`src/rtl/param_counter.sv`:
```
`timescale 1ns/1ps
// Purpose : parametrised up/down counter with wrap/saturate limits, load and limit flags.
// Latency : data/rollover one clock after the sampled enable or load; terminal is combinational.
// Backpr. : none; the counter accepts a command on every clock edge.
//
// Ports:
//   clock_i      counter clock, rising edge
//   clear_i      asynchronous reset, active-high (data -> RESET_VAL, flags -> 0)
//   enable_i     count enable; the counter steps only when high
//   up_down_i    1 = count up, 0 = count down (takes effect on the same edge)
//   load_i       synchronous load strobe; overrides enable
//   load_data_i  value to load, clamped to MAX_COUNT
//   data_o       registered count value
//   terminal_o   the step about to be taken on the next edge hits a limit
//   rollover_o   one-cycle pulse in the cycle after a limit step
//   ovf_sticky_o sticky overflow flag        (PARAM_COUNTER_OVF_STICKY_EN only)
//   ovf_ack_i    clears ovf_sticky_o         (PARAM_COUNTER_OVF_STICKY_EN only)
//
// Optional feature macro: PARAM_COUNTER_OVF_STICKY_EN adds the sticky overflow flag
// and its acknowledge input. Without it neither port nor the sticky flop exists.

module param_counter #(
  parameter int unsigned     WIDTH     = 16,
  parameter longint unsigned MAX_COUNT = (64'd1 << WIDTH) - 64'd1,
  parameter int unsigned     MODE      = 0,
  parameter longint unsigned RESET_VAL = 0
) (
  input  logic             clock_i,
  input  logic             clear_i,
  input  logic             enable_i,
  input  logic             up_down_i,
  input  logic             load_i,
  input  logic [WIDTH-1:0] load_data_i,
  output logic [WIDTH-1:0] data_o,
  output logic             terminal_o,
  output logic             rollover_o
`ifdef PARAM_COUNTER_OVF_STICKY_EN
  ,
  output logic             ovf_sticky_o,
  input  logic             ovf_ack_i
`endif
);

  // ---------------------------------------------------------------------------
  // Parameter legality. Any bad combination stops elaboration.
  // WIDTH is capped at 63 so the full-scale value still fits a 64-bit constant.
  // ---------------------------------------------------------------------------
  localparam longint unsigned FULL_SCALE = (WIDTH >= 64) ? 64'hFFFF_FFFF_FFFF_FFFF
                                                         : ((64'd1 << WIDTH) - 64'd1);

  generate
    if (WIDTH < 2 || WIDTH > 63) begin : g_bad_width
      $error("param_counter: WIDTH must be in 2..63");
    end
    if (MAX_COUNT == 0 || MAX_COUNT > FULL_SCALE) begin : g_bad_max
      $error("param_counter: MAX_COUNT must be in 1..2**WIDTH-1");
    end
    if (RESET_VAL > MAX_COUNT) begin : g_bad_reset
      $error("param_counter: RESET_VAL must not exceed MAX_COUNT");
    end
    if (MODE > 1) begin : g_bad_mode
      $error("param_counter: MODE must be 0 (wrap) or 1 (saturate)");
    end
  endgenerate

  // ---------------------------------------------------------------------------
  // Constants in counter width
  // ---------------------------------------------------------------------------
  localparam logic [WIDTH-1:0] MAX_V  = MAX_COUNT[WIDTH-1:0];
  localparam logic [WIDTH-1:0] RST_V  = RESET_VAL[WIDTH-1:0];
  localparam logic [WIDTH-1:0] ZERO_V = {WIDTH{1'b0}};
  localparam logic [WIDTH-1:0] ONE_V  = {{(WIDTH-1){1'b0}}, 1'b1};

  // Value taken when stepping past a limit: wrap jumps to the opposite limit,
  // saturate stays on the limit just reached.
  localparam logic [WIDTH-1:0] PAST_MAX_V  = (MODE == 1) ? MAX_V  : ZERO_V;
  localparam logic [WIDTH-1:0] PAST_ZERO_V = (MODE == 1) ? ZERO_V : MAX_V;

  // ---------------------------------------------------------------------------
  // State
  // ---------------------------------------------------------------------------
  logic [WIDTH-1:0] data_q, data_d;
  logic             rollover_q, rollover_d;

  // ---------------------------------------------------------------------------
  // Limit detection
  // ---------------------------------------------------------------------------
  logic at_max;
  logic at_zero;
  logic at_limit;
  logic step_en;
  logic limit_step;

  always_comb begin
    at_max     = (data_q == MAX_V);
    at_zero    = (data_q == ZERO_V);
    // The relevant limit depends on the direction presented this cycle.
    at_limit   = up_down_i ? at_max : at_zero;
    // Load outranks the count enable, so a load cycle never counts as a step.
    step_en    = enable_i & ~load_i;
    limit_step = step_en & at_limit;
  end

  // ---------------------------------------------------------------------------
  // Load value clamp: anything above the terminal value loads the terminal value,
  // so the register never holds a value outside 0..MAX_COUNT.
  // ---------------------------------------------------------------------------
  logic [WIDTH-1:0] load_val;

  always_comb begin
    load_val = load_data_i;
    if (load_data_i > MAX_V) begin
      load_val = MAX_V;
    end
  end

  // ---------------------------------------------------------------------------
  // Next-state
  // ---------------------------------------------------------------------------
  logic [WIDTH-1:0] step_val;

  always_comb begin
    // Only the non-limit branches do arithmetic, so +1 / -1 can never leave the
    // 0..MAX_COUNT range and no wider intermediate is needed.
    step_val = data_q;
    if (up_down_i) begin
      step_val = at_max ? PAST_MAX_V : (data_q + ONE_V);
    end else begin
      step_val = at_zero ? PAST_ZERO_V : (data_q - ONE_V);
    end
  end

  always_comb begin
    data_d = data_q;
    if (load_i) begin
      data_d = load_val;
    end else if (enable_i) begin
      data_d = step_val;
    end
  end

  // Pulses in both modes, including a saturating hold at the limit.
  always_comb begin
    rollover_d = limit_step;
  end

  // ---------------------------------------------------------------------------
  // Registers
  // ---------------------------------------------------------------------------
  always_ff @(posedge clock_i or posedge clear_i) begin
    if (clear_i) begin
      data_q     <= RST_V;
      rollover_q <= 1'b0;
    end else begin
      data_q     <= data_d;
      rollover_q <= rollover_d;
    end
  end

`ifdef PARAM_COUNTER_OVF_STICKY_EN
  // ---------------------------------------------------------------------------
  // Sticky overflow: sets together with rollover and holds until acknowledged.
  // A new limit step in the acknowledge cycle wins so no overflow is lost.
  // ---------------------------------------------------------------------------
  logic ovf_sticky_q, ovf_sticky_d;

  always_comb begin
    ovf_sticky_d = ovf_sticky_q;
    if (limit_step) begin
      ovf_sticky_d = 1'b1;
    end else if (ovf_ack_i) begin
      ovf_sticky_d = 1'b0;
    end
  end

  always_ff @(posedge clock_i or posedge clear_i) begin
    if (clear_i) begin
      ovf_sticky_q <= 1'b0;
    end else begin
      ovf_sticky_q <= ovf_sticky_d;
    end
  end

  assign ovf_sticky_o = ovf_sticky_q;
`endif

  // ---------------------------------------------------------------------------
  // Outputs
  // ---------------------------------------------------------------------------
  assign data_o     = data_q;
  assign rollover_o = rollover_q;
  assign terminal_o = limit_step;

endmodule

```
`config.mk`:
```
export PLATFORM = sky130hd
export DESIGN_NAME = param_counter
export DESIGN_NICKNAME = d
export VERILOG_FILES = /design/src/rtl/param_counter.sv
export SDC_FILE = /design/constraint.sdc
export NUM_CORES = 1
export LEC_CHECK = 0
export BUFFER_PORTS_ARGS = -buffer_cell sky130_fd_sc_hd__buf_2
export CAP_MARGIN = 0
export CORE_MARGIN = 2
export CORE_UTILIZATION = 49
export DETAILED_ROUTE_END_ITERATION = 7
export PLACE_DENSITY = 0.81
export SLEW_MARGIN = 20
export SYNTH_ARGS = -nofsm -noshare
export SYNTH_HDL_FRONTEND = slang
export SYNTH_SLANG_ARGS = --single-unit
```
`constraint.sdc`:
```
create_clock -name clock_i -period 2.2 [get_ports clock_i]
set_input_delay 0.33 -clock clock_i [delete_from_list [all_inputs] [get_ports clock_i]]
set_output_delay 0.33 -clock clock_i [all_outputs]
set_load 0.01 [all_outputs]
```
Word-level counts from Yosys, hierarchy flattened
Cells that the tools add are included.
{"block": "word_totals", "ff_bits": 17, "out_inout_bits": 18, "input_bits": 21}
{"block": "classes", "bitwise": 3, "muxes": 7, "eq_ne": 1, "n_reduce_logical": 2, "magnitude_cmp": 1, "n_addsub": 2}
{"cell": "16-bit two-way mux", "n": 6}
{"cell": "16-bit by 1-bit adder with 16-bit output, second input constant", "n": 1}
{"cell": "16-bit == test, second input constant", "n": 1}
{"cell": "16-bit greater-than comparator, second input constant", "n": 1}
{"cell": "16-bit zero test", "n": 1}
{"cell": "16-bit by 1-bit subtractor with 16-bit output, second input constant", "n": 1}
{"cell": "1-bit AND", "n": 2}
{"cell": "2-bit nonzero test", "n": 1}
{"cell": "1-bit two-way mux", "n": 1}
{"cell": "1-bit inverter", "n": 1}

Longest topological paths before layout
{"block": "depth", "word_depth": 5, "depth_mapped": 8}

Worst setup path before layout
Ideal clock, no wire load.
{"block": "synth_timing", "path_type": "register -> output", "startpoint": "register data_q[0], in the netlist data_o[0]", "endpoint": "output terminal_o", "n_path_buf": 0, "path_stages_with_launch": 7, "required_ns": 1.870, "arrival_time_ns": 2.107, "path_slack_ns": -0.237, "path_cell_list": "dfrtp_1 inv_1 ha_1 or4b_2 nor4_1 nand2_1 a21oi_1"}
{"block": "synth_between", "elab_chain_cells": 3, "word_cells_on_any_way": 4}
{"item": "start, declared", "line": "82", "rtl": "logic [WIDTH-1:0] data_q, data_d;"}
{"item": "start signal, assigned", "line": "155", "rtl": "data_q <= data_d;"}
{"item": "16-bit == test / 16-bit zero test (equally long branches)", "line": "95, 96"}
{"item": "1-bit two-way mux *", "line": "98", "rtl": "at_limit = up_down_i ? at_max : at_zero;"}
{"item": "1-bit AND *", "line": "101", "rtl": "limit_step = step_en & at_limit;"}
{"item": "end, declared", "line": "35", "rtl": "output logic terminal_o,"}
Mark *: on every way between the ends. The rest lies on a longest branch, timed or not.

Final worst setup path
Same ends and word-level chain as after synthesis.

==> flow_summary.json <==
{
  "failed_checks": "setup timing",
  "tightest_slew_ns": 0.7310,
  "regToRegEndpoint": "data_o[2]$_DFFE_PP0P_",
  "period_needed_ns": 2.355,
  "grt_pass1_wl_um": 8176,
  "vias": 2037,
  "cpLargestDelayFamily": "simple AND/OR/NAND/NOR gates",
  "drive_above_1_share_pct": 38.33,
  "clock-root-buffer": "clkbuf_4",
  "fin_ws_ns": -0.1553,
  "syn_nets": 247,
  "crit_fanout": 3,
  "status": "finished, violations left",
  "slowest_stage": "or4b_4",
  "irDropWorstVdd_uv": 311.3,
  "htree_num_levels": 1,
  "fmax_mhz": 424.6,
  "max-cap-violations": 0,
  "fin_nets": 312,
  "dieHeight_um": 61.77,
  "leakage_nw": 0.9416,
  "stdcell_area_sq_um": 2231,
  "detailed_place_hpwl_um": 3890,
  "hp-class": "primary input to asynchronous set/reset pin",
  "cts_tree": "built",
  "die_width_um": 61.77,
  "drtPass1Iterations": 5,
  "clockBufferDepth": 2,
  "grt_max_degree": 23,
  "power_density_nw_per_um2": 470.7,
  "die_area_sq_um": 3816,
  "worst_skew_pair.late_latency_ns": 0.30,
  "required_ns": 1.87,
  "yosysWarnings": 0,
  "finalHoldViolCount": 0,
  "cts_buffers": 3,
  "synth_edf_count": 0,
  "setup_viol": 8,
  "dpl_worst_slack_ns": -0.1291,
  "final_core_util_pct": 71.90,
  "finalCritPeriodShare_pct": 107.1,
  "ys_types": 46,
  "arrival_ns": 2.03,
  "portBuffers": 38,
  "yosysSeqAreaShare_pct": 26.01,
  "slew_violations": 0,
  "setup_tns_ns": -0.5506,
  "start_util_pct": 52.70,
  "gr-total-overflow": 0,
  "netlist_instances": 223,
  "antenna_found_initial": 0,
  "grt_pass1_vias": 1673,
  "rrSetupSlack_ns": -0.14,
  "slew_headroom_pct": 51.21,
  "io_pins": 39,
  "avgViaCountPerCell": 6.154,
  "drt_iter0_markers": 218,
  "diodes": 0,
  "fillers": 261,
  "ys.flop_type": "dfrtp_1",
  "fin_total_pwr_w": 0.001050,
  "ctsHoldBuffers": 0,
  "r2r-start": "data_o[0]$_DFFE_PP0P_",
  "clkTransAtPathRegs_ns": 0.11,
  "row_count": 20,
  "ys_seq_elements": 17,
  "remaining_drc_errors": 0,
  "cp_num_buf_inv": 2,
  "crit_type": "flop to primary output",
  "avgSynthCellArea_sq_um": 7.333,
  "gp_congestion": 0.9438,
  "reg2regPathDepth": 7,
  "netlist_area_sq_um": 1635,
  "critPathLaunchType": "flop",
  "wirelength_um": 5427,
  "placed_cell_area_sq_um": 2106,
  "crit_chain": "inv_2 -> ha_4 -> or4b_4 -> nor4_4 -> nand2_1 -> a21oi_2 -> buf_2",
  "clock-skew-final_ns": 0.004204,
  "worstSetupEndpointType": "primary output",
  "coreArea_sq_um": 3103,
  "wl_per_cell_um": 16.40,
  "grtUsageTotal_pct": 29.44,
  "rsz0062_at_grt": "true",
  "cp_slowest_stage_delay_ns": 0.50,
  "antenna_left": 0,
  "cts_sinks": 17,
  "area_growth_pct": 36.42,
  "postSynth.asyncResetShare_pct": 100.0
}
[how the worst max path moves through the flow]
stage                                      from                     to  slack [ns]  cells after the start
after global routing      data_o[0]$_DFFE_PP0P_             terminal_o       -0.25                      7
final                     data_o[0]$_DFFE_PP0P_             terminal_o       -0.16                      7
after detailed placement  data_o[0]$_DFFE_PP0P_  data_o[0]$_DFFE_PP0P_       -0.13                      7
after global placement    data_o[0]$_DFFE_PP0P_  data_o[0]$_DFFE_PP0P_       -0.02                      7
after CTS                 data_o[0]$_DFFE_PP0P_             terminal_o       -0.15                      7
after floorplan           data_o[0]$_DFFE_PP0P_  data_o[2]$_DFFE_PP0P_       -0.03                      7
[worst reg2reg max path, cell delays in order (launching register included)]
cell      delay [ns]
dfrtp_2         0.43
inv_2           0.08
ha_4            0.13
or4b_4          0.50
buf_6           0.14
or4_4           0.54
a2111o_1        0.38
nand3_1         0.08
[synth_stat cells (all sizes together), types with 2 or more instances]
| cell | n | area, sq um |
|---|---|---|
| a21o | 2 | 16.27 |
| a21oi | 22 | 110.1 |
| a22oi | 2 | 15.01 |
| a31oi | 6 | 37.54 |
| buf | 4 | 38.78 |
| clkbuf | 16 | 60.06 |
| dfrtp | 17 | 425.4 |
| ha | 3 | 37.54 |
| inv | 8 | 30.03 |
| nand2 | 17 | 63.81 |
| nand3 | 7 | 35.03 |
| nand4 | 5 | 31.28 |
| nor2 | 25 | 93.84 |
| nor2b | 2 | 12.51 |
| nor3 | 12 | 60.06 |
| nor4 | 9 | 56.30 |
| o211ai | 2 | 20.02 |
| o21a | 2 | 15.01 |
| o21ai | 14 | 70.07 |
| o221a | 2 | 22.52 |
| o311ai | 3 | 26.28 |
| o31ai | 3 | 22.52 |
| or3 | 7 | 43.79 |
| or4 | 6 | 53.80 |
| xnor2 | 7 | 61.31 |
| xor2 | 5 | 43.79 |
[logic make-up (layout without fill, tap and decap cells)]
kind of cell,count (synthesis),in the layout,synth area share [%]
fa+ha+maj,3,3,2.296
compound gates,68,68,27.24
xor+xnor,12,12,6.427
flops,17,17,26.01
buf+inv,28,91,7.880
simple gates,95,96,30.15
[per-layer routing]
metal	up-vias	GRT usage [%]	part of all wire [%]
met3	22	3.934	8.1
li1	959	-	-
met2	119	46.77	46
met1	937	40.90	43
met4	0	10.94	2.6
met5	-	0	0
[sequential cells by signal, summed over array words and instances, names as in the netlist]
signal and cells:
data_o 16, rollover_o 1
[repair_timing]
item,4_1_cts,5_1_grt
pin swaps,0,9
resized for setup,4,14
endpoints found under the hold margin,0,0
setup endpoints to repair,3,13
gates cloned,0,1
buffers inserted,0,2
[cell usage in the layout, fill, tap and decap left out, types with 3 or more instances in the layout]
cell type,count
o311ai_0,3
a31oi_1,6
xnor2_1,7
or3_1,7
nand3_1,7
o21ai_0,11
a21oi_2,4
nor2_1,25
or4_4,4
o31ai_1,3
nor4_1,6
clkbuf_4,3
nand4_1,5
a21oi_1,18
inv_1,6
buf_2,38
nor3_1,12
xor2_1,5
nand2_1,17
buf_4,39
dfrtp_1,15
[area by class of cell]
cell class | instances | area (sq um) | share of cell area (%)
flip-flops and latches | 17 | 427.9 | 19.18
repair buffers | 79 | 505.5 | 22.66
multi-input cells | 179 | 1186 | 53.17
clock buffers | 4 | 26.28 | 1.178
inverters | 8 | 30.03 | 1.346
well taps | 44 | 55.05 | 2.468
[report_power, final]
group | total (W) | switching (W) | internal, W
clock network | 0.000182 | 0.000111 | 0.0000707
logic | 0.000502 | 0.000283 | 0.000219
registers | 0.000366 | 0.0000198 | 0.000346
[through the flow]
step           std cells  hold WS (ns)
2_1_floorplan        223        0.2559
3_3_place_gp         324        0.4558
3_5_place_dp         324        0.4708
4_1_cts              328        0.1441
5_1_grt              331        0.1810
6_report             331        0.1301
No activity file was read; power rests on OpenSTA's default activity.
